<file path="src/rtl/rgb666to111_dither.sv">
// rgb666to111_dither: RGB666 -> RGB111 quantiser for the overlay path.
// 4x4 ordered dither or fixed threshold, fixed 2-cycle pipeline.
module rgb666to111_dither #(
  parameter int unsigned THRESHOLD          = 32,
  parameter bit          FRAME_PHASE_TOGGLE = 1'b0
) (
  input  logic        clk,
  input  logic        nReset,
  input  logic [17:0] rgb_666,
  input  logic        pix_valid,
  input  logic        line_start,
  input  logic        frame_start,
  input  logic        dither_en,
  output logic [2:0]  rgb_111,
  output logic        pix_valid_out,
  output logic        line_start_out,
  output logic        frame_start_out
);

  localparam logic [6:0] TH = 7'(THRESHOLD);

  function automatic logic [3:0] bayer(
    input logic [1:0] y,
    input logic [1:0] x
  );
    logic [3:0] m;
    m = 4'd0;
    unique case ({y, x})
      4'h0: m = 4'd0;
      4'h1: m = 4'd8;
      4'h2: m = 4'd2;
      4'h3: m = 4'd10;
      4'h4: m = 4'd12;
      4'h5: m = 4'd4;
      4'h6: m = 4'd14;
      4'h7: m = 4'd6;
      4'h8: m = 4'd3;
      4'h9: m = 4'd11;
      4'ha: m = 4'd1;
      4'hb: m = 4'd9;
      4'hc: m = 4'd15;
      4'hd: m = 4'd7;
      4'he: m = 4'd13;
      4'hf: m = 4'd5;
    endcase
    return m;
  endfunction

  logic [1:0]  x_q, x_d, y_q, y_d;
  logic [1:0]  xu, yu, xe;
  logic        tog_q, tog_d, seen_q, seen_d;
  logic        teff;

  logic [17:0] rgb_s1_q;
  logic        v_s1_q, ls_s1_q, fs_s1_q, de_s1_q;
  logic [3:0]  b_s1_q;

  logic [5:0]  r, g, b, t;
  logic [2:0]  bits_d;
  logic [2:0]  rgb_q;
  logic        v_q, ls_q, fs_q;

  // Phase used by the current pixel and the phase state after it.
  // A frame counts as frame 1 for the temporal flip; later frames alternate.
  always_comb begin
    x_d    = x_q;
    y_d    = y_q;
    tog_d  = tog_q;
    seen_d = seen_q;
    xu     = x_q;
    yu     = y_q;
    if (pix_valid) begin
      if (frame_start) begin
        xu     = 2'd0;
        yu     = 2'd0;
        x_d    = 2'd1;
        y_d    = 2'd0;
        tog_d  = ~tog_q;
        seen_d = 1'b1;
      end else if (line_start) begin
        xu  = 2'd0;
        yu  = y_q + 2'd1;
        x_d = 2'd1;
        y_d = y_q + 2'd1;
      end else begin
        x_d = x_q + 2'd1;
      end
    end
    teff = FRAME_PHASE_TOGGLE & seen_d & ~tog_d;
    xe   = xu ^ {teff, 1'b0};
  end

  // Phase counters advance only on valid pixels.
  always_ff @(posedge clk or negedge nReset) begin
    if (!nReset) begin
      x_q    <= '0;
      y_q    <= '0;
      tog_q  <= 1'b0;
      seen_q <= 1'b0;
    end else begin
      x_q    <= x_d;
      y_q    <= y_d;
      tog_q  <= tog_d;
      seen_q <= seen_d;
    end
  end

  // Stage 1: capture pixel, qualified flags and the Bayer value.
  always_ff @(posedge clk or negedge nReset) begin
    if (!nReset) begin
      rgb_s1_q <= '0;
      v_s1_q   <= 1'b0;
      ls_s1_q  <= 1'b0;
      fs_s1_q  <= 1'b0;
      de_s1_q  <= 1'b0;
      b_s1_q   <= '0;
    end else begin
      rgb_s1_q <= rgb_666;
      v_s1_q   <= pix_valid;
      ls_s1_q  <= pix_valid & line_start;
      fs_s1_q  <= pix_valid & frame_start;
      de_s1_q  <= dither_en;
      b_s1_q   <= bayer(yu, xe);
    end
  end

  assign r = rgb_s1_q[17:12];
  assign g = rgb_s1_q[11:6];
  assign b = rgb_s1_q[5:0];

  // Per-channel compare; gaps produce zero.
  always_comb begin
    t      = {b_s1_q, 2'b10};
    bits_d = '0;
    if (v_s1_q) begin
      if (de_s1_q) begin
        bits_d = {r >= t, g >= t, b >= t};
      end else begin
        bits_d = {{1'b0, r} >= TH, {1'b0, g} >= TH, {1'b0, b} >= TH};
      end
    end
  end

  // Stage 2: register quantised pixel and delayed markers.
  always_ff @(posedge clk or negedge nReset) begin
    if (!nReset) begin
      rgb_q <= '0;
      v_q   <= 1'b0;
      ls_q  <= 1'b0;
      fs_q  <= 1'b0;
    end else begin
      rgb_q <= bits_d;
      v_q   <= v_s1_q;
      ls_q  <= ls_s1_q;
      fs_q  <= fs_s1_q;
    end
  end

  assign rgb_111         = rgb_q;
  assign pix_valid_out   = v_q;
  assign line_start_out  = ls_q;
  assign frame_start_out = fs_q;

endmodule
</file>
<file path="config.mk">
export PLATFORM = sky130hd
export DESIGN_NAME = rgb666to111_dither
export DESIGN_NICKNAME = d
export VERILOG_FILES = /design/src/rtl/rgb666to111_dither.sv
export SDC_FILE = /design/constraint.sdc
export NUM_CORES = 1
export LEC_CHECK = 0
export BUFFER_PORTS_ARGS = -buffer_cell sky130_fd_sc_hd__buf_2
export CAP_MARGIN = 30
export CELL_PAD_IN_SITES_DETAIL_PLACEMENT = 0
export CELL_PAD_IN_SITES_GLOBAL_PLACEMENT = 2
export CORE_UTILIZATION = 36
export DETAILED_ROUTE_END_ITERATION = 8
export GPL_ROUTABILITY_DRIVEN = 0
export GPL_TIMING_DRIVEN = 0
export HOLD_SLACK_MARGIN = 0.02
export PLACE_DENSITY_LB_ADDON = 0.3
export SETUP_SLACK_MARGIN = 0.4
export SLEW_MARGIN = 30
export SYNTH_ARGS = -nofsm -noshare
export SYNTH_HDL_FRONTEND = slang
export SYNTH_SLANG_ARGS = --single-unit
</file>
<file path="constraint.sdc">
create_clock -name clk -period 3.4 [get_ports clk]
set_input_delay 0.34 -clock clk [delete_from_list [all_inputs] [get_ports clk]]
set_output_delay 0.34 -clock clk [all_outputs]
set_load 0.005 [all_outputs]
</file>
## Word-level counts from Yosys, hierarchy flattened

Memories as Yosys holds them, arrays and structs flattened. A register that Yosys moved wholly into a read port is not among the register bits.
Cells that the tools add are included.

| storage, ports and cells | value |
|---|---|
| register bits | 32 |
| ROM bits | 64 |
| input port bits | 24 |
| logic and storage cells | 33 |
| memories kept | 1 |

| operators by class | value |
|---|---|
| add/sub/neg operators | 2 |
| $lt $le $gt $ge | 6 |
| multiplexer cells | 10 |
| bitwise logic cells | 2 |
| reductions and logical operators | 1 |

Memories:

| name | words | bits a word | read ports | clocked after memory_dff | wr ports | line | source |
|---|---|---|---|---|---|---|---|
| (no name shown) | 16 | 4 | 1 | 1 | 0 | 28 | `unique case ({y, x})` |

Operators with widths:

| cell | count |
|---|---|
| $ge 6x6->1 | 3 |
| $ge 6x6->1 const B | 3 |
| $mux 2 | 8 |
| $mux 3 | 2 |
| $add 2x1->2 const B | 2 |
| $and 1x1->1 | 2 |
| $logic_not 1->1 | 1 |

## Depth between registers and ports, before layout

| logic depth | value |
|---|---|
| word-level depth | 4 |
| mapped depth | 5 |

## Worst setup path after synthesis

Ideal clock, no wire load.

| path | value |
|---|---|
| kind | register to register |
| start point | register b_s1_q[0] |
| end point | register rgb_q[0] (netlist: rgb_111[0]) |
| arrival | 1107 ps |
| data required time | 3276 ps |
| setup slack | 2169 ps |
| stages on the path, launching flop included | 6 |
| path buffers | 0 |
| period minus slack after synthesis | 1231 ps |
| cells stage by stage | dfrtp_1 > inv_1 > ha_1 > a211oi_1 > o21a_1 > nor3_1 |

| on the way | value |
|---|---|
| cells in the longest elaborated chain, start to end | 3 |

Ends and longest elaborated chain:

| item | line | source |
|---|---|---|
| start: declaration | 56 | `logic [3:0] b_s1_q;` |
| $ge 6x6->1 | 137 | `bits_d = {r >= t, g >= t, b >= t};` |
| $mux 3 | 136 | `if (de_s1_q) begin` |
| $mux 3 | 135 | `if (v_s1_q) begin` |
| via bits_d[0] | 59 | `logic [2:0] bits_d;` |
| end signal: assignment | 152 | `rgb_q <= bits_d;` |
| end: declaration | 60 | `logic [2:0] rgb_q;` |

The timed path passes the listed nets, and every way through them passes these cells.
A chain may end at the register's enable or synchronous reset.

## Worst setup path after layout

| path | value |
|---|---|
| start point | register b_s1_q[0] |
| end point | register rgb_q[2] (netlist: rgb_111[2]) |

Same word-level chain as after synthesis.

==> results.tsv <==
metric	value	unit
nets	159	
cts.path.max_buffers	2	
fillers	297	
status	completed	
synth_top_area_share	63.7	%
ys_seq_area_share	63.7	%
hold_viol	0	
seq_power_share	49.6	%
skew	0.0101	ns
startpoint_type	flop	
yosys_warnings	0	
cts-root-buf	clkbuf_4	
synthFlopType	dfrtp_1	
p_total	839	uW
cpMaxStageDelayCell	dfrtp_1	
p_per_area	564	nW/um2
pwr-share-clk	34.5	%
hold_buffers	0	
power_switching	200	uW
dp_hpwl	1290	um
rsz0062_at_grt	no	
sw_frac_of_total	23.9	%
crit_path_max_incr_delay	0.41	ns
ys_ff_latch	31	
max_freq	726	MHz
clkSinkCount	31	
dieArea	3620	um2
design.core.area	3130	um2
grt-ovfl-total	0	
tns	0	ns
drt_pre_antenna_iters	4	
grt_max_degree	32	
setup_violations	0	
wirelength	1750	um
period_share	40.5	%
multiInputGateArea	419	um2
antenna_found_initial	0	
min_path_type	input pin to async pin	
drive_above_1_share	29.0	%
postRouteAntennaNets	0	
netlist_instances	90	
syn-cell-area	1220	um2
cts_tree	done	
endpoint_kind	flop	
synth.avg_cell_area	13.5	um2
area.sequential	776	um2
syn_to_final_growth	22.3	%
port_buffers	26	
layout_commonest_cell	dfrtp_1	
drv_cap	0	
grt_pass1_vias	701	
htree_levels	2	
routedWlPerCell	10.4	um
p_leak	0.711	nW
internal_power	639	uW
synth-edff-count	0	
drcViolationCount	0	
initial_core_util	38.9	%
required	3.60	ns
worstPathArrival	1.58	ns
track_usage	12.3	%
most-common-layout-cells	dfrtp_1, buf_2, ha_1	
rows	20	
irDropWorstVdd	242	uV
power_frac_comb	16.0	%
min_period	1.38	ns
worst_pin_slew	0.638	ns
first_iter_violations	14	
syn_nets	126	
crit_type	flop to flop	
yosys-top-cells-area	dfrtp_1, ha_1, nor3b_1	
maxSlewViolCount	0	
cts_made_buffers	5	
die_w	60.2	um
post_cts_resized	0	
num_vias	714	
crit_path_max_fanout	4	
yosysUniqueCellTypes	18	
diodes	0	
clk_pin_slew	0.10	ns
grt_pass1_wl	3060	um
clock_latency	0.32	ns
die_h	60.2	um
slew_headroom	57.4	%
synthArstFlopShare	100	%
yosys.area.top_type	dfrtp_1	
ios	30	
viasPerCell	4.25	
cts_setup_buffers	0	
crit_path_cell_trace	inv_1, ha_1, a211oi_1, o21a_1, nor3_1	
[worst paths after layout]
check / startpoint / endpoint / slack [ns] / depth (start not counted)
setup / recovery: b_s1_q[0] / rgb_111[2] / 2.02 / 5
hold / removal: nReset / rgb_s1_q[5] / 0.03 / 1
setup reg to reg: b_s1_q[0] / rgb_111[2] / 2.02 / 5
hold reg to reg: fs_s1_q / frame_start_out / 0.36 / 0
max in group asynchronous: nReset / b_s1_q[0] / 2.95 / 1
min in group clk: rgb_666[1] / rgb_s1_q[1] / 0.12 / 1
[kinds of logic (layout without fill, tap and decap cells)]
kind of cell | Yosys count | after routing | synth area share [%]
flops | 31 | 31 | 63.7
simple gates | 21 | 21 | 9.56
compound gates | 16 | 16 | 9.15
fa+ha+maj | 12 | 12 | 12.3
buf+inv | 6 | 40 | 1.85
xor+xnor | 3 | 3 | 2.16
mux | 1 | 1 | 1.23
[worst max-delay path: cells and delay by family, from the launching register on]
| kind | cells | cell delay [ns] |
|---|---|---|
| compound gates | 2 | 0.43 |
| fa+ha+maj | 1 | 0.28 |
| buf+inv | 1 | 0.10 |
| flops | 1 | 0.41 |
| simple gates | 1 | 0.05 |
[stage by stage]
step | utilization, % | instances | worst slack [ns] | hold WS [ns] | area [um2]
floorplan | - | 90 | 2.17 | 0.0444 | 1220
global placement | 44.8 | 160 | 2.04 | 0.332 | 1400
detailed placement | 44.8 | 160 | 2.04 | 0.336 | 1400
CTS | 47.6 | 168 | 2.00 | 0.0385 | 1490
global route | 47.6 | 168 | 1.88 | 0.0612 | 1490
finish | 47.6 | 168 | 2.02 | 0.0304 | 1490
[synth_stat cells, drive strengths merged (2+ instances only)]
master and instances:
o21ai 6, nor3b 6, xnor2 3, dfrtp 31
o21a 4, inv 5, a211oi 3, and2 2
nor2 5, nor3 6, ha 12
[power groups by stage]
stage,sequential (mW),clock (mW),combinational [mW]
final,0.416,0.289,0.134
after global placement,0.423,0,0.133
after CTS,0.416,0.302,0.139
after detailed placement,0.423,0,0.137
after floorplan,0.421,0,0.0897
after global routing,0.420,0.321,0.165
[routing by layer]
metal | wire, um | track usage [%]
met3 | 103 | 5.19
met2 | 774 | 17.0
met5 | 0 | 0
met1 | 842 | 15.5
met4 | 31 | 7.97
[area by class of cell]
class,count,share of cell area [%]
buffer,1,0.252
clock inverter,2,2.35
inverter,5,1.26
multi-input combinational,53,28.2
clock buffer,6,3.45
timing repair buffer,26,8.74
tap,44,3.70
sequential,31,52.1
[sequential cells by signal (all words and copies together), names as in the netlist]
name / count
rgb_s1_q: 15
b_s1_q: 4
rgb_111: 3
x_q: 2
de_s1_q: 1
frame_start_out: 1
fs_s1_q: 1
line_start_out: 1
ls_s1_q: 1
pix_valid_out: 1
v_s1_q: 1
Note: power is estimated with default switching activity, not from simulation.
